<file path="config.mk">
export PLATFORM = sky130hd
export DESIGN_NAME = top_seven
export DESIGN_NICKNAME = d
export VERILOG_FILES = /design/src/rtl/top_seven.sv
export SDC_FILE = /design/constraint.sdc
export NUM_CORES = 1
export LEC_CHECK = 0
export CAP_MARGIN = 30
export CORE_MARGIN = 5
export CORE_UTILIZATION = 55
export CTS_BUF_LIST = sky130_fd_sc_hd__clkbuf_8 sky130_fd_sc_hd__clkbuf_16
export CTS_CLUSTER_DIAMETER = 120
export DETAILED_ROUTE_END_ITERATION = 16
export GPL_TIMING_DRIVEN = 0
export PLACE_DENSITY_LB_ADDON = 0.25
export SETUP_SLACK_MARGIN = 0.15
export SLEW_MARGIN = 10
export SYNTH_ARGS = -nofsm -noshare
export SYNTH_HDL_FRONTEND = slang
export SYNTH_SLANG_ARGS = --single-unit
</file>
<file path="constraint.sdc">
create_clock -name in_clka -period 4.85 [get_ports in_clka]
set_input_delay 0.7275 -clock in_clka [delete_from_list [all_inputs] [get_ports in_clka]]
set_output_delay 0.7275 -clock in_clka [all_outputs]
set_load 0.05 [all_outputs]
</file>
<file path="src/rtl/top_seven.sv">
// top_seven: 7x7 Conway Game of Life engine (B3/S23, dead border) with a
// two-button serial cell loader and play/pause control. One generation is
// computed per clock while running; board and state are exported registered.
module top_seven (
  input  logic        in_clka,
  input  logic        in_stop,
  input  logic        in_clkb,
  input  logic        in_prgm,
  input  logic        in_pp,
  input  logic        in_btn0,
  input  logic        in_btn1,
  output logic [1:0]  out_game_state,
  output logic [48:0] out_grid
);

  typedef enum logic [1:0] {
    ST_IDLE    = 2'b00,
    ST_PROGRAM = 2'b01,
    ST_RUN     = 2'b10,
    ST_PAUSE   = 2'b11
  } game_state_t;

  game_state_t state_q, state_d;
  logic [48:0] grid_q, grid_d;
  logic [48:0] grid_next_gen;
  logic [5:0]  cursor_q, cursor_d;
  logic        pp_q;
  logic        pp_edge;
  logic        single_btn;
  logic [80:0] pad;
  logic [3:0]  count;
  logic        alive;
  logic        unused_clkb;

  // Legacy second-phase pin: deliberately not used for anything.
  assign unused_clkb = in_clkb;

  assign pp_edge    = in_pp & ~pp_q;
  assign single_btn = in_btn0 ^ in_btn1;

  assign out_game_state = state_q;
  assign out_grid       = grid_q;

  // Embed the board in a 9x9 frame of dead cells so every cell sees eight
  // in-range neighbours and edges need no special casing.
  always_comb begin
    pad = '0;
    for (int unsigned r = 0; r < 7; r++) begin
      for (int unsigned c = 0; c < 7; c++) begin
        pad[(r + 1) * 9 + c + 1] = grid_q[r * 7 + c];
      end
    end
  end

  // Next generation for all 49 cells in parallel.
  always_comb begin
    grid_next_gen = '0;
    count         = '0;
    alive         = 1'b0;
    for (int unsigned r = 0; r < 7; r++) begin
      for (int unsigned c = 0; c < 7; c++) begin
        count = '0;
        for (int unsigned dr = 0; dr < 3; dr++) begin
          for (int unsigned dc = 0; dc < 3; dc++) begin
            if (!(dr == 1 && dc == 1)) begin
              count = count + {3'b000, pad[(r + dr) * 9 + c + dc]};
            end
          end
        end
        alive = pad[(r + 1) * 9 + c + 1];
        grid_next_gen[r * 7 + c] = (count == 4'd3) | (alive & (count == 4'd2));
      end
    end
  end

  // Game-state transitions plus the grid and cursor updates they imply.
  always_comb begin
    state_d  = state_q;
    grid_d   = grid_q;
    cursor_d = cursor_q;
    case (state_q)
      ST_IDLE: begin
        if (in_prgm) begin
          state_d  = ST_PROGRAM;
          cursor_d = '0;
        end else if (pp_edge) begin
          state_d = ST_RUN;
        end
      end
      ST_PROGRAM: begin
        if (pp_edge) begin
          state_d  = ST_RUN;
          cursor_d = '0;
        end else if (single_btn) begin
          grid_d[cursor_q] = in_btn1;
          cursor_d = (cursor_q == 6'd48) ? '0 : cursor_q + 6'd1;
        end
      end
      ST_RUN: begin
        if (in_prgm) begin
          state_d  = ST_PROGRAM;
          cursor_d = '0;
        end else if (pp_edge) begin
          state_d = ST_PAUSE;
        end else begin
          grid_d = grid_next_gen;
        end
      end
      ST_PAUSE: begin
        if (in_prgm) begin
          state_d  = ST_PROGRAM;
          cursor_d = '0;
        end else if (pp_edge) begin
          state_d = ST_RUN;
        end
      end
      default: state_d = ST_IDLE;
    endcase
  end

  // State, board, cursor and play/pause history registers.
  always_ff @(posedge in_clka) begin
    if (in_stop) begin
      state_q  <= ST_IDLE;
      grid_q   <= '0;
      cursor_q <= '0;
      pp_q     <= 1'b0;
    end else begin
      state_q  <= state_d;
      grid_q   <= grid_d;
      cursor_q <= cursor_d;
      pp_q     <= in_pp;
    end
  end

endmodule

</file>
==> flow_metrics.env, run 1 <==
export IMPL_crit_family="adder cells"
export IMPL_drt_iter0_markers=780
export IMPL_hold_depth=2
export IMPL_cp_required_ps=5090
export IMPL_fin_cells=1271
export IMPL_nFillCells=1442
export IMPL_cp_buffers_inverters=2
export IMPL_synthFlopType="dfxtp_1"
export IMPL_grt_pass1_wl_mm=42.52
export IMPL_syn_num_nets=1232
export IMPL_layout_min_cycle_time_ps=4038
export IMPL_crit_fanout=7
export IMPL_synth_top_area_cell="fa_1"
export IMPL_synth_simple_area_share=0.07744
export IMPL_fin_crit_sh=0.8325
export IMPL_drv_slew=0
export IMPL_yosysWarnings=0
export IMPL_antenna_left=0
export IMPL_cp_start_kind="flip-flop"
export IMPL_dp_cells=1255
export IMPL_synth_top_area_share=0.3147
export IMPL_cts_root_buf="clkbuf_16"
export IMPL_grt_max_degree=11
export IMPL_maxCapViolations=0
export IMPL_grt_setup_unrepaired="no"
export IMPL_die_area_mm2=0.01934
export IMPL_yosys_cell_count_top_type="inv_1"
export IMPL_io_pins=58
export IMPL_cpMostUsedCell="fa_1"
export IMPL_min_to="out_game_state[0]"
export IMPL_hold_class="flip-flop to flip-flop"
export IMPL_clk_latency_ps=340
export IMPL_syn_area_mm2=0.009161
export IMPL_power_density_mw_per_mm2=170.4
export IMPL_cp_cell_sequence="inv_1 > fa_1 > fa_1 > fa_1 > inv_1 > ha_1 > fa_1 > o22ai_1 > o2111ai_1 > a311oi_1"
export IMPL_die_y_um=139.1
export IMPL_synthMuxAreaShare=0
export IMPL_crit_type="flip-flop to flip-flop"
export IMPL_cts_sinks=58
export IMPL_io_buffers=55
export IMPL_wl_per_cell_um=20.34
export IMPL_post_cts_buffers=0
export IMPL_synth_async_reset_ratio=0
export IMPL_synth_seq_cells=58
export IMPL_cts_tree="built"
export IMPL_synth_fa_ha_area_frac=0.4540
export IMPL_cp_end_kind="flip-flop"
export IMPL_grt_usage=0.2727
export IMPL_cts_path_max_buffers=2
export IMPL_core_area_mm2=0.01647
export IMPL_fin_skew_ps=9.610
export IMPL_setup_violations=0
export IMPL_worst_r2r_cell_count=10
export IMPL_first_global_vias=7837
export IMPL_cts_hold_buf=0
export IMPL_synth_compound_area_frac=0.2260
export IMPL_crit_path_top_delay_cell="dfxtp_1"
export IMPL_place_area_mm2=0.01000
export IMPL_path_clk_slew_ps=50
export IMPL_cts_resized=0
export IMPL_antenna_diode_count=0
export IMPL_vdd_drop_max_v=0.0002197
export IMPL_drive_above_1_share=0.05614
export IMPL_cpPeakStageDelay_ps=650
export IMPL_antenna_found_initial=0
export IMPL_worstPathArrival_ps=4280
export IMPL_hpwl_mm=20.25
export IMPL_num_rows=47
export IMPL_outcome="complete, no violations"
export IMPL_grt_overflow=0
export IMPL_regToRegSetupSlack_ps=810
export IMPL_synth_xor_area_frac=0.0009560
export IMPL_synth_common_cells="214 x inv_1, 144 x fa_1, 102 x ha_1"
export IMPL_leakage_nw=5.242
export IMPL_slew_headroom=0.4501
export IMPL_dieWidth_um=139.1
export IMPL_initial_core_util=0.5564
export IMPL_synth_edff_count=0
export IMPL_via_per_inst=6.138
export IMPL_r2r_start="out_grid[23]"
export IMPL_drcViolationCount=0
export IMPL_syn_inst=979
export IMPL_drt_first_pass_iters=7
export IMPL_synth_area_per_cell_um2=9.358
export IMPL_finalWirelength_mm=25.86
export IMPL_fmax_mhz=247.7
export IMPL_fin_util=0.6259
export IMPL_final_area_mm2=0.01031
export IMPL_final_hold_violation_count=0
export IMPL_synth_area_top_cells="fa_1 31%, ha_1 14%, dfxtp_1 13%, inv_1 8.8%, a311oi_1 4.6%"
export IMPL_ys_types=60
export IMPL_cts_htree_levels=3
export IMPL_vias=7801
export IMPL_worst_pin_slew_ps=824.8
export IMPL_setup_tns_ps=0
export IMPL_numCtsBuffers=9
export IMPL_synth_top_family_by_area="adder cells"
export IMPL_place_gp_congestion=0.9489
export IMPL_syn_to_final_growth_pct=12.50
export IMPL_r2r_end="out_grid[31]"
export IMPL_nNetsFinal=1299
export IMPL_ys_seq_area_frac=0.1267
export IMPL_hp_start="out_game_state[0]"
-- worst max path at each step --
stage	depth (start not counted)	to	from
after global routing	10	out_grid[31]	out_grid[23]
final	10	out_grid[31]	out_grid[23]
after detailed placement	10	out_grid[31]	out_grid[23]
after global placement	10	out_grid[31]	out_grid[23]
after CTS	10	out_grid[31]	out_grid[23]
after floorplan	11	out_grid[17]	out_grid[9]
-- registers in the layout (all words and copies together), names as in the netlist --
register	count
cursor_q	6
out_game_state	2
out_grid	49
pp_q	1
-- worst register-to-register path, delay by kind of cell, from the launching register on --
| kind | cells | cell delay [ps] |
|---|---|---|
| AO/OA/AOI/OAI | 3 | 710 |
| adder cells (fa/ha/maj) | 5 | 2160 |
| buffers and inverters | 2 | 420 |
| flip-flops | 1 | 650 |
-- metrics by stage --
stage	setup slack [ps]	total power [mW]	hold slack, ps
2_1_floorplan	957.2	0.9206	627.9
3_3_place_gp	857.6	1.085	512.4
3_5_place_dp	828.6	1.100	527.2
4_1_cts	809.1	1.743	534.5
5_1_grt	571.6	1.831	556.8
6_report	812.2	1.756	520.2
-- logic make-up after synthesis --
logic type / after synthesis
AO/OA/AOI/OAI: 284
XOR/XNOR: 1
adder cells (fa/ha/maj): 246
buffers and inverters: 267
flip-flops: 58
AND/OR/NAND/NOR: 123
-- per-layer routing --
layer | share of wire | GRT usage | routed length, µm
met4 | 0.030 | 0.08908 | 767
met2 | 0.48 | 0.4436 | 12440
met3 | 0.065 | 0.04345 | 1688
met5 | 0 | 0 | 0
met1 | 0.42 | 0.3750 | 10960
-- cell usage in the layout (no fill, tap or decap), drive strengths merged, types with 10 or more instances in the layout --
| master | n |
|---|---|
| nand2 | 17 |
| o21ai | 11 |
| a31o | 10 |
| nor2 | 37 |
| ha | 102 |
| a21o | 45 |
| a311oi | 48 |
| a21oi | 31 |
| clkdlybuf4s50 | 55 |
| fa | 144 |
| a31oi | 65 |
| clkbuf | 38 |
| dfxtp | 58 |
| o211ai | 23 |
| and2 | 10 |
| inv | 215 |
| o22ai | 10 |
| buf | 27 |
-- layout make-up --
class	instances	area, µm²	share of cell area
Multi-Input combinational cell	654	6953	0.6746
Clock inverter	5	53.80	0.005220
Clock buffer	11	252.7	0.02452
Inverter	214	803.3	0.07794
Timing Repair Buffer	56	558.0	0.05415
Tap cell	220	275.3	0.02671
Sequential cell	58	1161	0.1127
Buffer	53	249.0	0.02416
-- report_power, final --
part	switching (mW)	internal (mW)
clock network	0.235	0.422
registers	0.0353	0.493
logic	0.380	0.191
total	0.650	1.11
No activity file was read; power rests on OpenSTA's default activity.
==> run 2: changes to the inputs <==
==> constraint.sdc (replaced) <==
create_clock -name in_clka -period 3.65 [get_ports in_clka]
set_input_delay 0.5475 -clock in_clka [delete_from_list [all_inputs] [get_ports in_clka]]
set_output_delay 0.5475 -clock in_clka [all_outputs]
set_load 0.05 [all_outputs]
==> run 2 against run 1 <==
Clock power grew 39%; die area is the same; fmax grew 14%; combinational power grew 45%; global-route usage grew 0.90 points; final area grew 8.9%; critical endpoint is now out_grid[23]; highest routed layer unchanged.
==> flow_metrics.env, run 2 (synthesis gave the netlist of run 1 again) <==
export IMPL_outcome="complete, no violations"
export IMPL_fin_skew_ps=6.757
export IMPL_num_rows=47
export IMPL_clk_latency_ps=330
export IMPL_crit_path_top_delay_cell="fa_1"
export IMPL_grt_setup_unrepaired="yes"
export IMPL_largest_reg_flops=49
export IMPL_drv_slew=0
export IMPL_crit_family="adder cells"
export IMPL_grt_usage=0.2817
export IMPL_cts_root_buf="clkbuf_16"
export IMPL_numCtsBuffers=9
export IMPL_layout_min_cycle_time_ps=3544
export IMPL_grt_max_degree=11
export IMPL_fin_crit_sh=0.9710
export IMPL_holdWs_ps=520.1
export IMPL_cpMostUsedCell="fa_1"
export IMPL_syn_to_final_growth_pct=22.49
export IMPL_die_y_um=139.1
export IMPL_setup_violations=0
export IMPL_initial_core_util=0.5564
export IMPL_place_gp_congestion=0.9383
export IMPL_cp_start_kind="flip-flop"
export IMPL_via_per_inst=6.095
export IMPL_die_area_mm2=0.01934
export IMPL_final_area_mm2=0.01122
export IMPL_cp_buffers_inverters=3
export IMPL_final_hold_violation_count=0
export IMPL_grt_overflow=0
export IMPL_cts_sinks=58
export IMPL_maxCapViolations=0
export IMPL_fin_util=0.6815
export IMPL_path_clk_slew_ps=60
export IMPL_cts_htree_levels=3
export IMPL_antenna_found_initial=0
export IMPL_fin_cells=1343
export IMPL_cp_cell_sequence="clkinvlp_4 > buf_6 > fa_1 > fa_1 > fa_1 > inv_1 > ha_4 > fa_2 > o22ai_2 > o2111ai_1 > a311oi_1"
export IMPL_grt_pass1_wl_mm=43.63
export IMPL_io_pins=58
export IMPL_drive_above_1_share=0.1941
export IMPL_worstPathArrival_ps=3770
export IMPL_p_total_mw=2.430
export IMPL_crit_type="flip-flop to flip-flop"
export IMPL_leakage_nw=5.586
export IMPL_dp_cells=1255
export IMPL_cts_tree="built"
export IMPL_first_global_vias=8098
export IMPL_regToRegSetupSlack_ps=110
export IMPL_fmax_mhz=282.2
export IMPL_vdd_drop_max_v=0.0002181
export IMPL_slew_headroom=0.3764
export IMPL_hold_class="flip-flop to flip-flop"
export IMPL_worst_pin_slew_ps=935.4
export IMPL_wl_per_cell_um=20.68
export IMPL_cpPeakStageDelay_ps=550
export IMPL_final_common_cell="inv_1"
export IMPL_drt_iter0_markers=765
export IMPL_nNetsFinal=1371
export IMPL_vias=8185
export IMPL_layout_common_cells="184 x inv_1, 139 x fa_1, 95 x ha_1"
export IMPL_antenna_diode_count=0
export IMPL_dieWidth_um=139.1
export IMPL_io_buffers=55
export IMPL_power_density_mw_per_mm2=216.6
export IMPL_crit_fanout=4
export IMPL_antenna_left=0
export IMPL_place_area_mm2=0.01005
export IMPL_drt_first_pass_iters=5
export IMPL_cp_required_ps=3880
export IMPL_cp_end_kind="flip-flop"
export IMPL_finalWirelength_mm=27.78
export IMPL_hpwl_mm=20.27
export IMPL_cts_path_max_buffers=2
export IMPL_cts_hold_buf=0
export IMPL_drcViolationCount=0
export IMPL_core_area_mm2=0.01647
[run 2: cell type report]
class,instances,area (µm²)
well taps,220,275.3
flip-flops and latches,58,1260
clock buffers,14,316.6
fillers,1325,5244
clock inverters,2,12.51
inverters,214,908.4
plain buffers,53,249.0
multi-input cells,654,7077
repair buffers,128,1124
[run 2: worst paths after layout]
kind | depth (start not counted) | end | from
setup reg to reg | 11 | out_grid[23] | out_grid[16]
hold reg to reg | 2 | out_game_state[0] | out_game_state[0]
hold / removal | 2 | out_game_state[0] | out_game_state[0]
setup / recovery | 11 | out_grid[23] | out_grid[16]
[run 2: metal layers]
metal	track usage	routed length, µm
met5	0	0
met4	0.08754	978
met3	0.04310	1901
met2	0.4774	13480
met1	0.3738	11420
[run 2: through the flow]
stage               setup TNS (ps)  setup WS (ps)
CTS                              0          156.6
global route                -12.43         -9.126
global placement            -153.7         -79.37
floorplan                   -72.16         -72.16
finish                           0          105.8
detailed placement          -329.2         -112.9
[run 2: power breakdown]
part	total, mW	switching, mW	internal [mW]
sequential	0.686	0.0416	0.644
clock	0.915	0.318	0.597
combinational	0.829	0.539	0.290
total	2.43	0.899	1.53
[run 2: tightest hold or removal path, stage by stage (launching register included)]
cell and delay (ps):
dfxtp_1 330, nand2_1 70, a221oi_1 70
[run 2: what timing repair did]
item,4_1_cts,5_1_grt
pin swaps,8,43
buffers inserted,41,31
gates cloned,0,0
endpoints found under the setup margin,20,23
gates resized for setup,36,51
==> run 3: changes to the inputs <==
--- a/config.mk
+++ b/config.mk
@@ -12,6 +12,7 @@
 export CTS_CLUSTER_DIAMETER = 120
 export DETAILED_ROUTE_END_ITERATION = 16
 export GPL_TIMING_DRIVEN = 0
+export MAX_ROUTING_LAYER = met4
 export PLACE_DENSITY_LB_ADDON = 0.25
 export SETUP_SLACK_MARGIN = 0.15
 export SLEW_MARGIN = 10
==> run 3 against run 2 <==
Clock power up 6.0%; combinational power about the same; critical path type unchanged; critical endpoint is now out_grid[10]; clock-buffer cell count down 3.
==> flow_metrics.env, run 3 (synthesis gave the netlist of run 1 again) <==
export IMPL_outcome="complete, no violations"
export IMPL_cp_end_kind="flip-flop"
export IMPL_antenna_diode_count=0
export IMPL_clk_latency_ps=340
export IMPL_hpwl_mm=20.24
export IMPL_fin_cells=1353
export IMPL_hp_start="out_game_state[0]"
export IMPL_crit_fanout=4
export IMPL_path_clk_slew_ps=60
export IMPL_vdd_drop_max_v=0.0002525
export IMPL_antenna_left=0
export IMPL_largest_reg_flops=49
export IMPL_cts_htree_levels=3
export IMPL_initial_core_util=0.5564
export IMPL_dieWidth_um=139.1
export IMPL_drt_iter0_markers=644
export IMPL_first_global_vias=8123
export IMPL_power_density_mw_per_mm2=219.9
export IMPL_grt_max_degree=11
export IMPL_wl_per_cell_um=20.68
export IMPL_worst_pin_slew_ps=890.0
export IMPL_finalWirelength_mm=27.98
export IMPL_fin_crit_sh=0.9752
export IMPL_fmax_mhz=280.9
export IMPL_final_hold_violation_count=0
export IMPL_antenna_found_initial=0
export IMPL_drv_slew=0
export IMPL_hold_depth=2
export IMPL_fin_skew_ps=11.03
export IMPL_finalWorstSetupSlack_ps=90.63
export IMPL_pre_cts_ws_ps=-179.6
export IMPL_cts_root_buf="clkbuf_16"
export IMPL_cts_path_max_buffers=2
export IMPL_nNetsFinal=1381
export IMPL_grt_usage=0.2922
export IMPL_io_buffers=55
export IMPL_top_layer="met4"
export IMPL_core_area_mm2=0.01647
export IMPL_cp_start_kind="flip-flop"
export IMPL_multi_input_area_mm2=0.007071
export IMPL_drive_above_1_share=0.1995
export IMPL_wl_met1_mm=11.61
export IMPL_grt_overflow=0
export IMPL_place_gp_congestion=0.9617
export IMPL_vias=8234
export IMPL_route_met3_wl_mm=2.040
export IMPL_final_area_mm2=0.01129
export IMPL_num_rows=47
export IMPL_cp_required_ps=3890
export IMPL_leakage_nw=5.627
export IMPL_crit_type="flip-flop to flip-flop"
export IMPL_regArea_mm2=0.001260
export IMPL_slew_headroom=0.4067
export IMPL_cts_tree="built"
export IMPL_maxCapViolations=0
export IMPL_grt_pass1_wl_mm=44.22
export IMPL_worstPathArrival_ps=3800
export IMPL_place_area_mm2=0.01005
export IMPL_cts_sinks=58
export IMPL_final_common_cell="inv_1"
export IMPL_die_y_um=139.1
export IMPL_nFillCells=1335
export IMPL_setup_violations=0
export IMPL_startpoint="out_grid[9]"
export IMPL_syn_to_final_growth_pct=23.19
export IMPL_worst_r2r_cell_count=12
export IMPL_via_per_inst=6.086
export IMPL_grt_setup_unrepaired="yes"
export IMPL_r2r_start="out_grid[9]"
export IMPL_layout_common_cells="186 x inv_1, 139 x fa_1, 94 x ha_1"
export IMPL_hold_class="flip-flop to flip-flop"
export IMPL_numCtsBuffers=9
export IMPL_drcViolationCount=0
export IMPL_die_area_mm2=0.01934
export IMPL_dp_cells=1255
export IMPL_drt_first_pass_iters=5
export IMPL_io_pins=58
export IMPL_dr_wl_met2_mm=13.71
export IMPL_setup_tns_ps=0
export IMPL_layout_min_cycle_time_ps=3559
run 3: worst max-delay path, stage by stage, from the launching register on:
cell	delay [ps]
dfxtp_4	360
clkinvlp_4	150
buf_4	180
fa_1	500
fa_1	430
fa_1	510
inv_1	50
ha_1	200
fa_1	480
o211ai_1	80
a21oi_1	140
a21oi_1	90
a311oi_1	280
run 3: through the flow:
step | hold WS [ps] | power, mW | util
after floorplan | 627.9 | 1.223 | -
after global placement | 511.1 | 1.439 | 0.6097
after detailed placement | 519.4 | 1.456 | 0.6103
after CTS | 528.9 | 2.431 | 0.6568
after global routing | 561.4 | 2.585 | 0.6854
final | 533.7 | 2.482 | 0.6854
run 3: where the power goes:
| part | internal, mW | switching, mW | total (mW) |
|---|---|---|---|
| clock | 0.654 | 0.316 | 0.970 |
| sequential | 0.644 | 0.0427 | 0.687 |
| combinational | 0.290 | 0.536 | 0.826 |
| total | 1.59 | 0.894 | 2.48 |
run 3: worst paths after layout:
kind                            end  slack [ps]
setup / recovery       out_grid[10]          90
hold / removal    out_game_state[0]         530
setup reg to reg       out_grid[10]          90
hold reg to reg   out_game_state[0]         530
run 3: area by class of cell:
type	instances	area share
Sequential cell	58	0.1116
Clock buffer	11	0.02339
Timing Repair Buffer	138	0.1048
Buffer	53	0.02206
Clock inverter	5	0.006763
Tap cell	220	0.02439
Inverter	214	0.08049
Multi-Input combinational cell	654	0.6265
run 3: routing by layer:
metal	global-route usage	vias to the layer above
li1	-	3715
met1	0.3853	4111
met2	0.4820	356
met3	0.03621	52
met4	0.07518	0
met5	-	-
run 3: repair_timing:
item,in CTS,in global routing
hold buffers,0,0
pin swaps,9,42
gates resized for setup,34,50
buffers inserted,42,40
setup endpoints to repair,20,21
cloned,0,0
